--- config.mk ---
export PLATFORM = sky130hd
export DESIGN_NAME = key_entry_buffer
export DESIGN_NICKNAME = d
export VERILOG_FILES = /design/src/rtl/key_entry_buffer_pkg.sv /design/src/rtl/key_stable_detect.sv /design/src/rtl/key_entry_buffer.sv
export SDC_FILE = /design/constraint.sdc
export NUM_CORES = 1
export LEC_CHECK = 0
export ABC_AREA = 1
export BUFFER_PORTS_ARGS = -buffer_cell sky130_fd_sc_hd__buf_2
export CAP_MARGIN = 20
export CORE_MARGIN = 2
export CORE_UTILIZATION = 55
export DETAILED_ROUTE_END_ITERATION = 8
export PLACE_DENSITY_LB_ADDON = 0.05
export SLEW_MARGIN = 20
export SYNTH_ARGS = -nofsm -noshare
export SYNTH_HDL_FRONTEND = slang
export SYNTH_SLANG_ARGS = --single-unit
--- constraint.sdc ---
create_clock -name clk -period 2.41 [get_ports clk]
set_clock_uncertainty 0.2 [all_clocks]
set_input_delay 0 -clock clk [delete_from_list [all_inputs] [get_ports clk]]
set_output_delay 0 -clock clk [all_outputs]
set_load 0.02 [all_outputs]
--- src/rtl/key_entry_buffer_pkg.sv ---
// Shared constants, key classes and the debounce FSM state type for the
// keypad entry path (keypad_scan -> key_entry_buffer -> scan_ctl).
package key_entry_buffer_pkg;

    localparam int KEYPAD_W         = 4;
    localparam int FTSD_W           = 4;
    localparam int KEY_ENTRY_DIGITS = 4;

    localparam logic [3:0] KEY_BLANK = 4'hF;
    localparam logic [3:0] KEY_CLEAR = 4'hC;
    localparam logic [3:0] KEY_BKSP  = 4'hD;

    typedef enum logic [1:0] {
        ST_IDLE,
        ST_PRESS,
        ST_HOLD,
        ST_RELEASE
    } key_state_t;

    typedef enum logic [1:0] {
        KC_DIGIT,
        KC_CLEAR,
        KC_BKSP,
        KC_IGNORE
    } key_class_t;

    function automatic key_class_t classify(input logic [KEYPAD_W-1:0] k);
        if (k <= 4'h9)           return KC_DIGIT;
        else if (k == KEY_CLEAR) return KC_CLEAR;
        else if (k == KEY_BKSP)  return KC_BKSP;
        else                     return KC_IGNORE;
    endfunction

endpackage

--- src/rtl/key_stable_detect.sv ---
// Press/release debouncer: accepts a key after STABLE_CNT identical enabled
// samples and re-arms only after STABLE_CNT consecutive released samples.
module key_stable_detect
    import key_entry_buffer_pkg::*;
#(
    parameter int STABLE_CNT = 4,
    parameter int CNT_W      = 4
) (
    input  logic                clk,
    input  logic                rst,
    input  logic                en,
    input  logic [KEYPAD_W-1:0] key,
    input  logic                pressed,
    output logic                accept,
    output logic [KEYPAD_W-1:0] accept_code
);

    localparam logic [CNT_W:0] STABLE_LIM = (CNT_W+1)'(STABLE_CNT);

    key_state_t          state;
    logic [CNT_W-1:0]    cnt;
    logic [KEYPAD_W-1:0] cand;
    logic [CNT_W:0]      cnt_nxt;
    logic                cnt_done;

    // Done is judged on the count this sample would produce, so the
    // strobe lines up with the edge that reaches STABLE_CNT.
    assign cnt_nxt     = {1'b0, cnt} + 1'b1;
    assign cnt_done    = (cnt_nxt >= STABLE_LIM);
    assign accept      = en && (state == ST_PRESS) && pressed && (key == cand) && cnt_done;
    assign accept_code = cand;

    always_ff @(posedge clk) begin
        if (rst) begin
            state <= ST_IDLE;
            cnt   <= '0;
            cand  <= '0;
        end else if (en) begin
            case (state)
                ST_IDLE: begin
                    if (pressed) begin
                        cand  <= key;
                        cnt   <= CNT_W'(1);
                        state <= ST_PRESS;
                    end
                end
                ST_PRESS: begin
                    if (!pressed) begin
                        cnt   <= '0;
                        state <= ST_IDLE;
                    end else if (key != cand) begin
                        cand <= key;
                        cnt  <= CNT_W'(1);
                    end else if (cnt_done) begin
                        cnt   <= '0;
                        state <= ST_HOLD;
                    end else begin
                        cnt <= cnt_nxt[CNT_W-1:0];
                    end
                end
                ST_HOLD: begin
                    if (!pressed) begin
                        cnt   <= CNT_W'(1);
                        state <= ST_RELEASE;
                    end
                end
                ST_RELEASE: begin
                    if (pressed) begin
                        cnt   <= '0;
                        state <= ST_HOLD;
                    end else if (cnt_done) begin
                        cnt   <= '0;
                        state <= ST_IDLE;
                    end else begin
                        cnt <= cnt_nxt[CNT_W-1:0];
                    end
                end
                default: begin
                    cnt   <= '0;
                    state <= ST_IDLE;
                end
            endcase
        end
    end

endmodule

--- src/rtl/key_entry_buffer.sv ---
// Debounced 4-digit keypad entry register (digit / backspace / clear).
// Define KEY_ENTRY_BUFFER_OVERWRITE_EN to let digits shift in when full.
module key_entry_buffer
    import key_entry_buffer_pkg::*;
#(
    parameter int STABLE_CNT = 4,
    parameter int CNT_W      = 4
) (
    input  logic          clk,
    input  logic          rst,
    input  logic          en,
    input  logic [3:0]    key,
    input  logic          pressed,
    output logic [3:0]    digit0,
    output logic [3:0]    digit1,
    output logic [3:0]    digit2,
    output logic [3:0]    digit3,
    output logic [2:0]    count,
    output logic          key_valid,
    output logic [3:0]    key_code,
    output logic          full
);

    localparam logic [2:0] MAX_CNT = 3'(KEY_ENTRY_DIGITS);

    logic [KEY_ENTRY_DIGITS-1:0][FTSD_W-1:0] dig;
    logic                                    accept;
    logic [KEYPAD_W-1:0]                     acc_code;

    key_stable_detect #(
        .STABLE_CNT (STABLE_CNT),
        .CNT_W      (CNT_W)
    ) u_detect (
        .clk         (clk),
        .rst         (rst),
        .en          (en),
        .key         (key),
        .pressed     (pressed),
        .accept      (accept),
        .accept_code (acc_code)
    );

    // dig[0] is the rightmost digit; new digits enter at index 0.
    always_ff @(posedge clk) begin
        if (rst) begin
            dig       <= {KEY_ENTRY_DIGITS{KEY_BLANK}};
            count     <= '0;
            key_valid <= 1'b0;
            key_code  <= '0;
        end else begin
            key_valid <= 1'b0;
            if (accept) begin
                case (classify(acc_code))
                    KC_DIGIT: begin
                        key_valid <= 1'b1;
                        key_code  <= acc_code;
                        if (count < MAX_CNT) begin
                            dig   <= {dig[KEY_ENTRY_DIGITS-2:0], acc_code};
                            count <= count + 3'd1;
                        end
`ifdef KEY_ENTRY_BUFFER_OVERWRITE_EN
                        else begin
                            dig <= {dig[KEY_ENTRY_DIGITS-2:0], acc_code};
                        end
`else
                        else begin
                            dig <= dig;
                        end
`endif
                    end
                    KC_BKSP: begin
                        key_valid <= 1'b1;
                        key_code  <= acc_code;
                        if (count != 3'd0) begin
                            dig   <= {KEY_BLANK, dig[KEY_ENTRY_DIGITS-1:1]};
                            count <= count - 3'd1;
                        end
                    end
                    KC_CLEAR: begin
                        key_valid <= 1'b1;
                        key_code  <= acc_code;
                        dig       <= {KEY_ENTRY_DIGITS{KEY_BLANK}};
                        count     <= '0;
                    end
                    default: begin
                        key_valid <= 1'b0;
                    end
                endcase
            end
        end
    end

    assign digit0 = dig[0];
    assign digit1 = dig[1];
    assign digit2 = dig[2];
    assign digit3 = dig[3];
    assign full   = (count == MAX_CNT);

endmodule

Word-level counts from Yosys, hierarchy flattened
Index checks and enable logic that the tools add are counted.

word-level totals
  register bits after elaboration = 34

cells by class
  $add $sub $neg = 3
  $lt $le $gt $ge = 3
  equality and inequality tests = 19
  muxes and demuxes = 31
  bitwise logic cells = 1
  reductions and logical operators = 16

operators by type and width
  kind                   count
  $pmux W16 S3           1
  $mux W4                9
  $mux W16               2
  $mux W2                11
  $pmux W4 S4            1
  $ne A2 B2 Y1 const B   6
  $pmux W3 S3            1
  $eq A4 B4 Y1 const B   2
  $pmux W2 S4            1
  $pmux W4 S2            1
  $eq A2 B2 Y1 const B   3
  $mux W3                2
  $ne A3 B2 Y1 const B   2
  $reduce_and A6 Y1      1
  $reduce_bool A3 Y1     2
  $add A4 B1 Y5 const B  1
  $ge A5 B3 Y1 const B   1
  $reduce_and A5 Y1      1
  $eq A2 B1 Y1 const B   2
  $eq A4 B4 Y1           1
  $le A4 B4 Y1 const B   1
  $logic_and A1 B1 Y1    4
  $logic_not A2 Y1       2
  $ne A4 B4 Y1           1
  other kinds (13)       14

Longest topological paths before layout
  depth in word-level cells = 10
  depth in mapped cells = 12
  mapped depth without buffers = 11

Modules after synthesis
From an unflattened synthesis, not the netlist that was laid out.

second synthesis, totals
  cells, all modules = 266
  area total of the unflattened synthesis = 1856.8 µm²

by module, submodules not included
  module             instances  cells each  area an instance (µm²)  sequential area each (µm²)
  key_entry_buffer   1          166         1222.4                  480.5
  key_stable_detect  1          100         634.4                   200.2

Worst setup path after synthesis
OpenSTA, ideal clock, no wires.

  path kind = reg2reg
  start = register u_detect.cand[3] (netlist: u_detect.accept_code[3])
  end = register dig (netlist bit digit1[0])
  setup time = 130 ps
  data arrival time = 1855 ps
  required time = 2080 ps
  path slack = 225 ps
  cell stages (with the launch flop) = 12
  cell sequence = dfxtp_1 -> nand2_1 -> o21ai_0 -> inv_1 -> ha_1 -> nand2_1 -> nor3_1 -> nor2_2 -> nand3_2 -> buf_2 -> nand2_1 -> nand3_1

between the ends
  word-level cells in the longest chain between the ends = 9
  elaborated cells between the ends (all ways) = 19
  those cells by class = order compare (1); eq/ne (7); mux (6); reduce/logical (5)

RTL lines
  what                                                                 RTL line                    source
  start: declaration                                                   key_stable_detect.sv:22     logic [KEYPAD_W-1:0] cand;
  start signal: assignment                                             key_stable_detect.sv:42     cand <= key;
  start signal: assignment                                             key_stable_detect.sv:52     cand <= key;
  $eq A4 B4 Y1                                                         key_entry_buffer_pkg.sv:30  else if (k == KEY_BKSP) return KC_BKSP;
  $mux W1                                                              key_entry_buffer_pkg.sv:30
  $mux W2                                                              key_entry_buffer_pkg.sv:29  else if (k == KEY_CLEAR) return KC_CLEAR;
  $mux W2                                                              key_entry_buffer_pkg.sv:28  if (k <= 4'h9) return KC_DIGIT;
  $mux W2                                                              key_entry_buffer.sv:52      if (accept) begin
  $mux W2                                                              key_entry_buffer.sv:45      if (rst) begin
  $eq A2 B2 Y1 (tied with other cells)                                 key_entry_buffer.sv:53      case (classify(acc_code))
  $ne A2 B2 Y1 (no line) / $reduce_bool A3 Y1 (equally long branches)  --
  $reduce_and A4 Y1 (no line)                                          --
  end signal: assignment                                               key_entry_buffer.sv:46      dig <= {KEY_ENTRY_DIGITS{KEY_BLANK}};
  end signal: assignment                                               key_entry_buffer.sv:58      dig <= {dig[KEY_ENTRY_DIGITS-2:0], acc_code};
  end signal: assignment                                               key_entry_buffer.sv:67      dig <= dig;
  end: declaration                                                     key_entry_buffer.sv:26      logic [KEY_ENTRY_DIGITS-1:0][FTSD_W-1:0] dig;

Parallel ways exist; a longest one is shown, timed or not. The select of a mux whose other input is x is not followed.
A chain may end at the register's enable or synchronous reset.

Worst setup path in the final report
  start = register u_detect.cand[2] (netlist: u_detect.accept_code[2])
  end = register count[2]

between the ends
  word-level cells in the longest chain between the ends = 9
  elaborated cells between the ends (all ways) = 19
  those cells by class = order compare (1); eq/ne (7); mux (6); reduce/logical (5)

RTL lines
  what                                                                 RTL line                    source
  $eq A4 B4 Y1                                                         key_entry_buffer_pkg.sv:30
  $mux W1                                                              key_entry_buffer_pkg.sv:30
  $mux W2                                                              key_entry_buffer_pkg.sv:29
  $mux W2                                                              key_entry_buffer_pkg.sv:28
  $mux W2                                                              key_entry_buffer.sv:52
  $mux W2                                                              key_entry_buffer.sv:45
  $eq A2 B2 Y1 (tied with other cells)                                 key_entry_buffer.sv:53
  $ne A2 B2 Y1 (no line) / $reduce_bool A3 Y1 (equally long branches)  --
  $reduce_and A4 Y1 (no line)                                          --
  end signal: assignment                                               key_entry_buffer.sv:59      count <= count + 3'd1;
  end signal: assignment                                               key_entry_buffer.sv:76      count <= count - 3'd1;
  end: declaration                                                     key_entry_buffer.sv:18      output logic [2:0] count,

Parallel ways exist; a longest one is shown, timed or not. The select of a mux whose other input is x is not followed.

==> key figures <==
Clocking
  – CTS buffer count: 5
  – Max Buffers Root-to-Sink: 2
  – Clock-pin slew of the registers on the worst-case setup and hold paths: 0.10 ns
  – Sink Count: 34
  – Post-CTS setup buffer count: 0
  – Clock root buffer: clkbuf_4
  – Number of H-tree levels: 2
  – Clock network latency to the later pin of the worst-skew pair: 0.35 ns
  – CTS tree: built

Worst setup path
  – WP data required: 2.46 ns
  – Max Fanout on Critical Path: 14
  – Slowest stage cell, crit path: dfxtp_1
  – Crit path capture type: register
  – Most common cell on crit path: nand2_1
  – Critical path, cell by cell: nand2_1, o21ai_1, inv_1, ha_1, nand2_1, nor3_1, nor2_2, nand3_2, buf_4, a21oi_1, nor2_1
  – Worst R2R Path Depth: 11
  – Crit path launch type: register
  – Critical path class: register to register
  – CP peak stage delay: 0.42 ns
  – Crit path DAT: 2.21 ns

STA
  – Final worst setup slack: 0.2539 ns
  – Setup_tns: 0 ns
  – # setup viols final: 0
  – Fmax: 0.4638 GHz
  – Tcrit/Tclk final: 89.47%
  – Final Max Tran Viols: 0
  – Tmin final: 2.156 ns
  – Pin slew with the least headroom to its limit: 0.7655 ns
  – Final hold slack: 0.2506 ns
  – RSZ-0062 raised after global routing: false
  – Slew HR: 48.91%
  – Final Hold Viols: 0

Synth
  – Post-Syn Nets: 296
  – Fraction of registers with async set/reset: 0%
  – Sequential area share after synthesis: 36.07%
  – Synth Warn #: 0
  – Mapped Avg Cell Area: 6.715 um^2
  – Synthesized flop and latch total: 34
  – Netlist cell types: 23
  – Post-synth top area share: 36.07%
  – Largest cells by area after synthesis: dfxtp_1, nand2_1, a21oi_1
  – Netlist Area Pre-Place: 0.001887 mm^2
  – EDFF count, synth: 0
  – Yosys top cell by area: dfxtp_1
  – Commonest cells post-synth: nand2_1, dfxtp_1, a21oi_1
  – Top-count cell post-synth: nand2_1
  – Cell count after synthesis: 281
  – Synth Flop Type: dfxtp_1

Detailed routing
  – Via/cell ratio: 5.227
  – Detailed Route WL: 4373 um
  – DRC: 0
  – Vias after detailed routing: 1934
  – DR iter-0 viols: 99
  – Pre-Repair DR Iteration Count: 4
  – Routed wire per std cell: 11.82 um
  – Final ANT Viol Nets: 0

Power and ir drop
  – Power density over the cells: 467.4 mW/mm^2
  – VDD IR max: 0.0003641 V
  – Pleak: 1.077 nW
  – Tot Pwr: 1.047 mW

Global route
  – GRT Util Overall: 24.82%
  – Total gr overflow: 0
  – First-pass GRT wire length: 7893 um
  – Vias in the first global route: 1748
  – Largest net degree at the start of global routing: 27
  – Antenna violations before repair: 0

Die
  – Initial core utilization: 56.99%
  – Die area: 0.003915 mm^2
  – Std cell rows: 21
  – Chip Height: 62.57 um
  – Ports: 33
  – Core ar.: 0.003311 mm^2
  – Die W: 62.57 um

Cells and area
  – Area growth syn-to-layout: 18.70%
  – Fin nets: 338
  – Finished Cell Area: 0.002240 mm^2
  – Ant. Diodes: 0
  – Layout cells sized above 1: 20.68%

Status
  – Status: finished, final reports clean

Min path
  – Hold WC Path Type: primary input to register
  – Hold path cells: 3

Placement
  – Gp weighted congestion: 0.8792
  – IO Port Bufs: 32
  – Place WS: 0.1646 ns
  – Hpwl dp: 3044 um
  – Placed Area: 0.002098 mm^2

Job
  – # Max-Cap Violations: 0
[cell usage in the layout, fill, tap and decap left out, drive strengths merged]
cell type,netlist,layout
o211ai,1,1
o21ai,8,8
nand3,29,29
ha,6,6
dlygate4sd3,0,8
clkinv,0,1
nor2,33,33
a21oi,31,31
or2,4,4
fa,1,1
inv,34,34
nand2,65,65
nor3,3,3
buf,7,40
clkbuf,6,7
nand4,19,19
dfxtp,34,34
[critical path, delay by kind of cell, from the launching register on]
kind | cells | cell delay, ns
AO/OA/AOI/OAI | 2 | 0.28
adder cells (fa/ha/maj) | 1 | 0.24
AND/OR/NAND/NOR | 6 | 0.61
flip-flops | 1 | 0.42
buffers and inverters | 2 | 0.33
[state kept, by name, indices dropped and copies added, names as in the netlist, named ones only]
register and cells:
count 3, digit0 4, digit1 4, digit2 4
digit3 4, key_code 4, key_valid 1, u_detect.accept_code 4
u_detect.cnt 4, u_detect.state 1
[layer usage]
layer | wire length [um] | global-route usage, % | vias to the layer above
met3 | 245 | 5.045 | 7
li1 | - | - | 999
met1 | 2181 | 34.43 | 874
met4 | 70 | 10.83 | 0
met5 | 0 | 0 | -
met2 | 1875 | 37.37 | 54
[worst paths after layout]
path	start	end	slack, ns
max	u_detect.accept_code[2]	count[2]	0.25
min	rst	key_code[0]	0.25
max reg2reg	u_detect.accept_code[2]	count[2]	0.25
min reg2reg	key_code[0]	key_code[0]	0.26
[logic make-up (layout without fill, tap and decap cells)]
group	Yosys count	count (layout)	synth area share (%)
and+or+nand+nor	153	153	37.86
buffers and inverters	47	90	10.28
AOI/OAI and AO/OA	40	40	10.74
DFF	34	34	36.07
adders and majority gates	7	7	5.040
[final cells by class]
cell class | instances | area (um^2)
Inverter | 34 | 127.6
Clock inverter | 1 | 5.005
Clock buffer | 7 | 55.05
Multi-Input combinational cell | 200 | 1012
Fill cell | 327 | 1071
Tap cell | 46 | 57.56
Timing Repair Buffer | 48 | 300.3
Sequential cell | 34 | 681.9
[stage by stage]
stage | std cells | util [%]
6_report | 370 | 67.65
5_1_grt | 370 | 67.65
4_1_cts | 370 | 67.61
3_5_place_dp | 354 | 63.38
3_3_place_gp | 354 | 63.38
2_1_floorplan | 281 | -
[report_power, final]
part	internal [mW]	switching (mW)
Combinational	0.0468	0.0805
Sequential	0.571	0.0111
Clock	0.141	0.196
[what timing repair did]
action	in CTS	in global routing
hold buffers	8	0
hold endpoints to repair	16	0
resized for setup	0	3
setup endpoints to repair	0	16
Note: power is estimated with default switching activity, not from simulation.
